`src/rtl/dp_pkg.sv`:
```
// Shared types and constants for the datapath sequencer and its register file.
package dp_pkg;

  localparam int unsigned REG_IDX_W = 3;
  localparam int unsigned DW        = 8;
  localparam int unsigned NREG      = 8;

  localparam logic [3:0] OP_PASS    = 4'b0000;
  localparam logic [3:0] OP_ILLEGAL = 4'b1111;

  typedef enum logic [1:0] {
    ST_IDLE,
    ST_EXEC,
    ST_WB
  } state_e;

  typedef struct packed {
    logic n;
    logic z;
    logic c;
    logic v;
  } flags_t;

  // Opcodes with the top select bit clear belong to the arithmetic group.
  function automatic logic is_arith(input logic [3:0] code);
    return ~code[3];
  endfunction

endpackage

```
`src/rtl/dp_regfile.sv`:
```
// 8x8 register file: two combinational read ports, one debug read port, one synchronous write.
// DP_REG0_ZERO_EN: when defined, r0 is hardwired to zero and writes to it are dropped.
module dp_regfile
  import dp_pkg::*;
(
  input  logic                 clk,
  input  logic                 rst,
  input  logic [REG_IDX_W-1:0] ra_addr,
  input  logic [REG_IDX_W-1:0] rb_addr,
  input  logic [REG_IDX_W-1:0] dbg_addr,
  input  logic                 wr_en,
  input  logic [REG_IDX_W-1:0] wr_addr,
  input  logic [DW-1:0]        wr_data,
  output logic [DW-1:0]        ra_data,
  output logic [DW-1:0]        rb_data,
  output logic [DW-1:0]        dbg_data
);

  logic [DW-1:0] regs_q [NREG];
  logic [DW-1:0] regs_d [NREG];

  always_comb begin
    regs_d = regs_q;
    if (wr_en) begin
      regs_d[wr_addr] = wr_data;
    end
`ifdef DP_REG0_ZERO_EN
    regs_d[0] = '0;
`endif
  end

  always_ff @(posedge clk) begin
    if (rst) begin
      for (int unsigned i = 0; i < NREG; i++) begin
        regs_q[i] <= '0;
      end
    end else begin
      regs_q <= regs_d;
    end
  end

  assign ra_data  = regs_q[ra_addr];
  assign rb_data  = regs_q[rb_addr];
  assign dbg_data = regs_q[dbg_addr];

endmodule

```
`src/rtl/datapath_sequencer.sv`:
```
// Micro-op sequencer: reads operands, drives the external function unit, writes back result/status.
// Optional build macro DP_REG0_ZERO_EN (handled in dp_regfile) makes r0 read as zero.
module datapath_sequencer
  import dp_pkg::*;
(
  input  logic                 clk,
  input  logic                 rst,
  input  logic                 op_valid,
  output logic                 op_ready,
  input  logic [3:0]           op_code,
  input  logic [REG_IDX_W-1:0] op_dst,
  input  logic [REG_IDX_W-1:0] op_srca,
  input  logic [REG_IDX_W-1:0] op_srcb,
  input  logic                 op_imm_en,
  input  logic [DW-1:0]        op_imm,
  output logic [DW-1:0]        fu_a,
  output logic [DW-1:0]        fu_b,
  output logic                 fu_s2,
  output logic                 fu_s1,
  output logic                 fu_s0,
  output logic                 fu_cin,
  input  logic [DW-1:0]        fu_g,
  input  logic                 fu_n,
  input  logic                 fu_z,
  input  logic                 fu_c,
  input  logic                 fu_v,
  output logic                 done,
  output logic                 op_err,
  output logic [3:0]           status,
  input  logic [REG_IDX_W-1:0] dbg_addr,
  output logic [DW-1:0]        dbg_data
);

  state_e               state_q,    state_d;
  logic [REG_IDX_W-1:0] dst_q,      dst_d;
  logic [3:0]           code_q,     code_d;
  logic                 imm_en_q,   imm_en_d;
  logic [DW-1:0]        result_q,   result_d;
  flags_t               flags_q,    flags_d;
  flags_t               status_q,   status_d;
  logic [DW-1:0]        fu_a_q,     fu_a_d;
  logic [DW-1:0]        fu_b_q,     fu_b_d;
  logic [3:0]           fu_sel_q,   fu_sel_d;
  logic                 done_q,     done_d;
  logic                 op_err_q,   op_err_d;
  logic                 op_ready_q, op_ready_d;

  logic [DW-1:0] rd_a;
  logic [DW-1:0] rd_b;
  logic          wr_en;

  // op_err_q is only ever set in WB, so it doubles as the write-suppress for illegal ops.
  assign wr_en = (state_q == ST_WB) && !op_err_q;

  dp_regfile u_regfile (
    .clk      (clk),
    .rst      (rst),
    .ra_addr  (op_srca),
    .rb_addr  (op_srcb),
    .dbg_addr (dbg_addr),
    .wr_en    (wr_en),
    .wr_addr  (dst_q),
    .wr_data  (result_q),
    .ra_data  (rd_a),
    .rb_data  (rd_b),
    .dbg_data (dbg_data)
  );

  always_comb begin
    state_d  = state_q;
    dst_d    = dst_q;
    code_d   = code_q;
    imm_en_d = imm_en_q;
    result_d = result_q;
    flags_d  = flags_q;
    status_d = status_q;
    fu_a_d   = fu_a_q;
    fu_b_d   = fu_b_q;
    fu_sel_d = fu_sel_q;
    done_d   = 1'b0;
    op_err_d = 1'b0;

    unique case (state_q)
      ST_IDLE: begin
        if (op_valid) begin
          dst_d    = op_dst;
          code_d   = op_code;
          imm_en_d = op_imm_en;
          if (op_imm_en) begin
            result_d   = op_imm;
            flags_d.n  = op_imm[DW-1];
            flags_d.z  = (op_imm == '0);
            state_d    = ST_WB;
            done_d     = 1'b1;
          end else begin
            fu_a_d   = rd_a;
            fu_b_d   = rd_b;
            fu_sel_d = op_code;
            state_d  = ST_EXEC;
          end
        end
      end
      ST_EXEC: begin
        result_d = fu_g;
        flags_d  = '{n: fu_n, z: fu_z, c: fu_c, v: fu_v};
        state_d  = ST_WB;
        done_d   = 1'b1;
        op_err_d = (code_q == OP_ILLEGAL);
      end
      ST_WB: begin
        state_d = ST_IDLE;
        if (!op_err_q) begin
          status_d.n = flags_q.n;
          status_d.z = flags_q.z;
          if (!imm_en_q && is_arith(code_q)) begin
            status_d.c = flags_q.c;
            status_d.v = flags_q.v;
          end
        end
      end
      default: state_d = ST_IDLE;
    endcase

    op_ready_d = (state_d == ST_IDLE);
  end

  always_ff @(posedge clk) begin
    if (rst) begin
      state_q    <= ST_IDLE;
      dst_q      <= '0;
      code_q     <= '0;
      imm_en_q   <= 1'b0;
      result_q   <= '0;
      flags_q    <= '0;
      status_q   <= '0;
      fu_a_q     <= '0;
      fu_b_q     <= '0;
      fu_sel_q   <= '0;
      done_q     <= 1'b0;
      op_err_q   <= 1'b0;
      op_ready_q <= 1'b1;
    end else begin
      state_q    <= state_d;
      dst_q      <= dst_d;
      code_q     <= code_d;
      imm_en_q   <= imm_en_d;
      result_q   <= result_d;
      flags_q    <= flags_d;
      status_q   <= status_d;
      fu_a_q     <= fu_a_d;
      fu_b_q     <= fu_b_d;
      fu_sel_q   <= fu_sel_d;
      done_q     <= done_d;
      op_err_q   <= op_err_d;
      op_ready_q <= op_ready_d;
    end
  end

  assign op_ready = op_ready_q;
  assign done     = done_q;
  assign op_err   = op_err_q;
  assign status   = status_q;
  assign fu_a     = fu_a_q;
  assign fu_b     = fu_b_q;
  assign {fu_s2, fu_s1, fu_s0, fu_cin} = fu_sel_q;

endmodule

```
`config.mk`:
```
export PLATFORM = sky130hd
export DESIGN_NAME = datapath_sequencer
export DESIGN_NICKNAME = d
export VERILOG_FILES = /design/src/rtl/dp_pkg.sv /design/src/rtl/dp_regfile.sv /design/src/rtl/datapath_sequencer.sv
export SDC_FILE = /design/constraint.sdc
export NUM_CORES = 1
export LEC_CHECK = 0
export BUFFER_PORTS_ARGS = -buffer_cell sky130_fd_sc_hd__buf_2
export CAP_MARGIN = 10
export CORE_ASPECT_RATIO = 1.1
export CORE_MARGIN = 2
export CORE_UTILIZATION = 45
export DETAILED_ROUTE_END_ITERATION = 10
export HOLD_SLACK_MARGIN = 0.03
export PLACE_DENSITY_LB_ADDON = 0.08
export SLEW_MARGIN = 0
export SYNTH_ARGS = -nofsm -noshare
export SYNTH_HDL_FRONTEND = slang
export SYNTH_SLANG_ARGS = --single-unit
```
`constraint.sdc`:
```
create_clock -name clk -period 1.9 [get_ports clk]
set_input_delay 0.38 -clock clk [delete_from_list [all_inputs] [get_ports clk]]
set_output_delay 0.38 -clock clk [all_outputs]
set_load 0.05 [all_outputs]
```
==> key figures <==
Drt
  • Vias: 5224
  • Drt pass-1 iters: 10
  • Via/cell ratio: 5.97
  • Detail Route Antenna Nets: 0
  • Wire length per cell: 19.7 µm
  • DRC Markers: 5
  • DR iter-0 viols: 393
  • Routed wire length: 17200 µm

Run status
  • Outcome: finished, violations left
  • Violated checks: DRC, setup timing

Cells and area
  • Share of cells above drive strength 1: 38.6%
  • Commonest cells after routing, fill and taps aside: a21oi_1 (78), nand3_1 (66), buf_2 (66), buf_4 (61), dfxtp_2 (58)
  • Nets: 745
  • Final instance area: 7480 µm²
  • Area growth syn-to-layout: 27.4%
  • Most common cell after layout, fill and taps aside: a21oi_1
  • Fill count: 1120
  • Diodes inserted: 0

Synthesis
  • Netlist cell types: 41
  • Post-synth EDFFs: 0
  • Synth top area share: 38.6%
  • Compound-Gate Fraction of Synth Area: 19.3%
  • Post-synthesis mux area share: 22.0%
  • Adder-cell share of the synthesized area: 0%
  • Asr flop ratio synth: 0%
  • Post-synthesis sequential area ratio: 38.6%
  • Synthesized flop and latch total: 113
  • Dominant cells by area after synthesis: dfxtp_1 (39%), mux4_2 (12%), mux2i_1 (8.2%)
  • Synthesized Nets: 658
  • Post-synthesis area per instance: 9.50 µm²
  • Most used DFF post-synth: dfxtp_1
  • Post-Synth Simple-Gate Area: 14.2%
  • Mapped Area: 5870 µm²
  • Post-Synth XOR/XNOR Area: 0%
  • Largest family of logic cells by synthesized area: multiplexers
  • Syn. warnings: 0
  • Post-Syn Instances: 618
  • Area leader, netlist: dfxtp_1

GRT
  • First-pass GRT wire length: 27100 µm
  • Total grt overflow: 0
  • GR Util met2: 39.0%
  • GRT Max-Usage Layer: met2
  • GR Util met3: 5.40%
  • Initial antenna violation count: 0
  • Total GRT Usage: 25.3%
  • Largest net degree at the start of global routing: 57
  • Met1 GRT Util: 35.6%
  • Vias in the first global route: 4921

Clocking
  • CTS tree: yes
  • Reg clk slew, reported paths: 0.05 ns
  • Root buffer cell: clkbuf_16
  • Hold-fix buffers, CTS: 0
  • Clock sink count: 113
  • Clk buf depth: 2
  • Num CTS Buffers: 17
  • H-Tree Depth: 4
  • Worst-skew pair later-pin latency: 0.42 ns

Timing
  • Worst Slack Setup Final: -0.150 ns
  • Clock Skew: 0.00486 ns
  • RSZ-0062 raised after global routing: yes
  • Worst-Margin Slew: 0.825 ns
  • Tmin final: 2.05 ns
  • Fmax: 488 MHz
  • Final max-slew violation count: 0
  • Setup TNS: -1.04 ns
  • Smallest hold slack: 0.205 ns
  • Hold Fails Final Rpt: 0
  • Max-slew headroom: 44.9%
  • Final critical-path share of the clock period: 108%
  • Final setup fails: 8

Pwr
  • Clk network pwr share: 52.4%
  • PwrDens: 881 nW/µm²
  • Pint: 4990 µW
  • Peak supply drop: 0.000470 V
  • Sw Pwr: 1600 µW
  • P_leak: 0.00290 µW
  • Logic gate share of total power: 9.9%
  • Switching Fraction: 24.3%
  • Sequential power share: 37.7%
  • Final Power: 6590 µW

Placement
  • GPL Wtd Cong: 0.891
  • Setup Slack @ Placement: -0.173 ns
  • IO buf count: 74
  • Placed cell areas: 6490 µm²
  • Hpwl dp: 11800 µm

Job
  • Max Cap Viol: 0

Critical path
  • Critical Path RT: 1.52 ns
  • Peak fanout along the critical path: 4
  • Kind of critical path: flop to primary output
  • Setup crit end kind: primary output
  • Crit path arrival time: 1.67 ns
  • Startpoint types: flop

Floorplanning
  • I/O pin count: 75
  • Row count: 43
  • Starting Density: 46.2%
  • Die Span Y: 124 µm
  • Die extent in x: 113 µm
  • Die area: 14000 µm²
  • Core area: 12700 µm²

Worst hold path
  • Worst hold-check path type: input port to flop
power groups by stage:
stage          logic, µW  clock network (µW)  registers (µW)
6_report             653                3450            2480
5_1_grt              701                3580            2490
4_1_cts              655                3490            2480
3_5_place_dp         650                   0            2540
3_3_place_gp         641                   0            2530
2_1_floorplan        408                   0            2570
layout make-up:
class	instances	area (µm²)	share of cell area, %
inverters	1	3.75	0.0502
repair buffers	139	988	13.2
well taps	157	196	2.63
clock inverters	10	155	2.07
clock buffers	22	484	6.48
flip-flops and latches	113	2330	31.2
multi-input cells	433	3310	44.3
cell usage after synthesis, types with 2 or more instances:
| cell | instances |
|---|---|
| dfxtp_1 | 113 |
| a21oi_1 | 78 |
| nand3_1 | 66 |
| mux2i_1 | 48 |
| o21ai_0 | 45 |
| clkbuf_1 | 43 |
| mux4_2 | 32 |
| o21ai_1 | 30 |
| nor2_1 | 20 |
| nand2b_1 | 18 |
| a22oi_1 | 16 |
| a32o_1 | 16 |
| nand2_1 | 13 |
| buf_2 | 11 |
| a21o_1 | 8 |
| mux2_2 | 8 |
| nand4b_1 | 7 |
| buf_1 | 5 |
| buf_6 | 5 |
| nor2b_1 | 5 |
| buf_4 | 4 |
| nor3_1 | 3 |
| a311oi_1 | 2 |
| clkbuf_2 | 2 |
| nand4_1 | 2 |
| nor3b_1 | 2 |
| or2_2 | 2 |
metrics by stage:
stage | utilization (%) | instances
floorplan | - | 618
global placement | 51.1 | 817
detailed placement | 51.1 | 817
CTS | 58.8 | 873
global route | 58.9 | 875
finish | 58.9 | 875
layer usage:
layer	wire [µm]	up-vias
met5	0	-
met4	176	0
met3	1320	14
met2	7900	208
met1	7810	2501
li1	-	2501
critical path, cell delays in order, from the launching register on:
cell and delay (ns):
dfxtp_2 0.34, mux4_2 0.47, mux2_4 0.28, buf_8 0.15
registers in the layout (all words and copies together) (netlist names), 2 cells and up:
name / flops
u_regfile.regs_q: 64
dst_q: 3
result_q: 8
code_q: 4
flags_q: 4
fu_a: 8
fu_sel_q: 4
state_q: 2
fu_b: 8
status: 4
timing repair:
action	in CTS	in global routing
buffers inserted	24	2
resized for setup	81	1
setup endpoints to repair	8	8
path summary, 6_finish.rpt:
path,startpoint,end,slack [ns],cells after the start
worst max-delay path,u_regfile.regs_q[1]$_SDFFE_PP0P_,dbg_data[1],-0.15,3
worst min-delay path,op_dst[0],dst_q[0]$_SDFFE_PP0P_,0.21,3
worst max register to register,state_q[1]$_SDFF_PP0_,u_regfile.regs_q[30]$_SDFFE_PP0P_,0.27,4
worst min register to register,status[3]$_SDFFE_PP0P_,status[3]$_SDFFE_PP0P_,0.46,2
cell families after synthesis:
group	count (synthesis)
and+or+nand+nor	149
DFF	113
AOI/OAI and AO/OA	196
muxes	88
buffers and inverters	72
(Power assumes the default switching activity.)
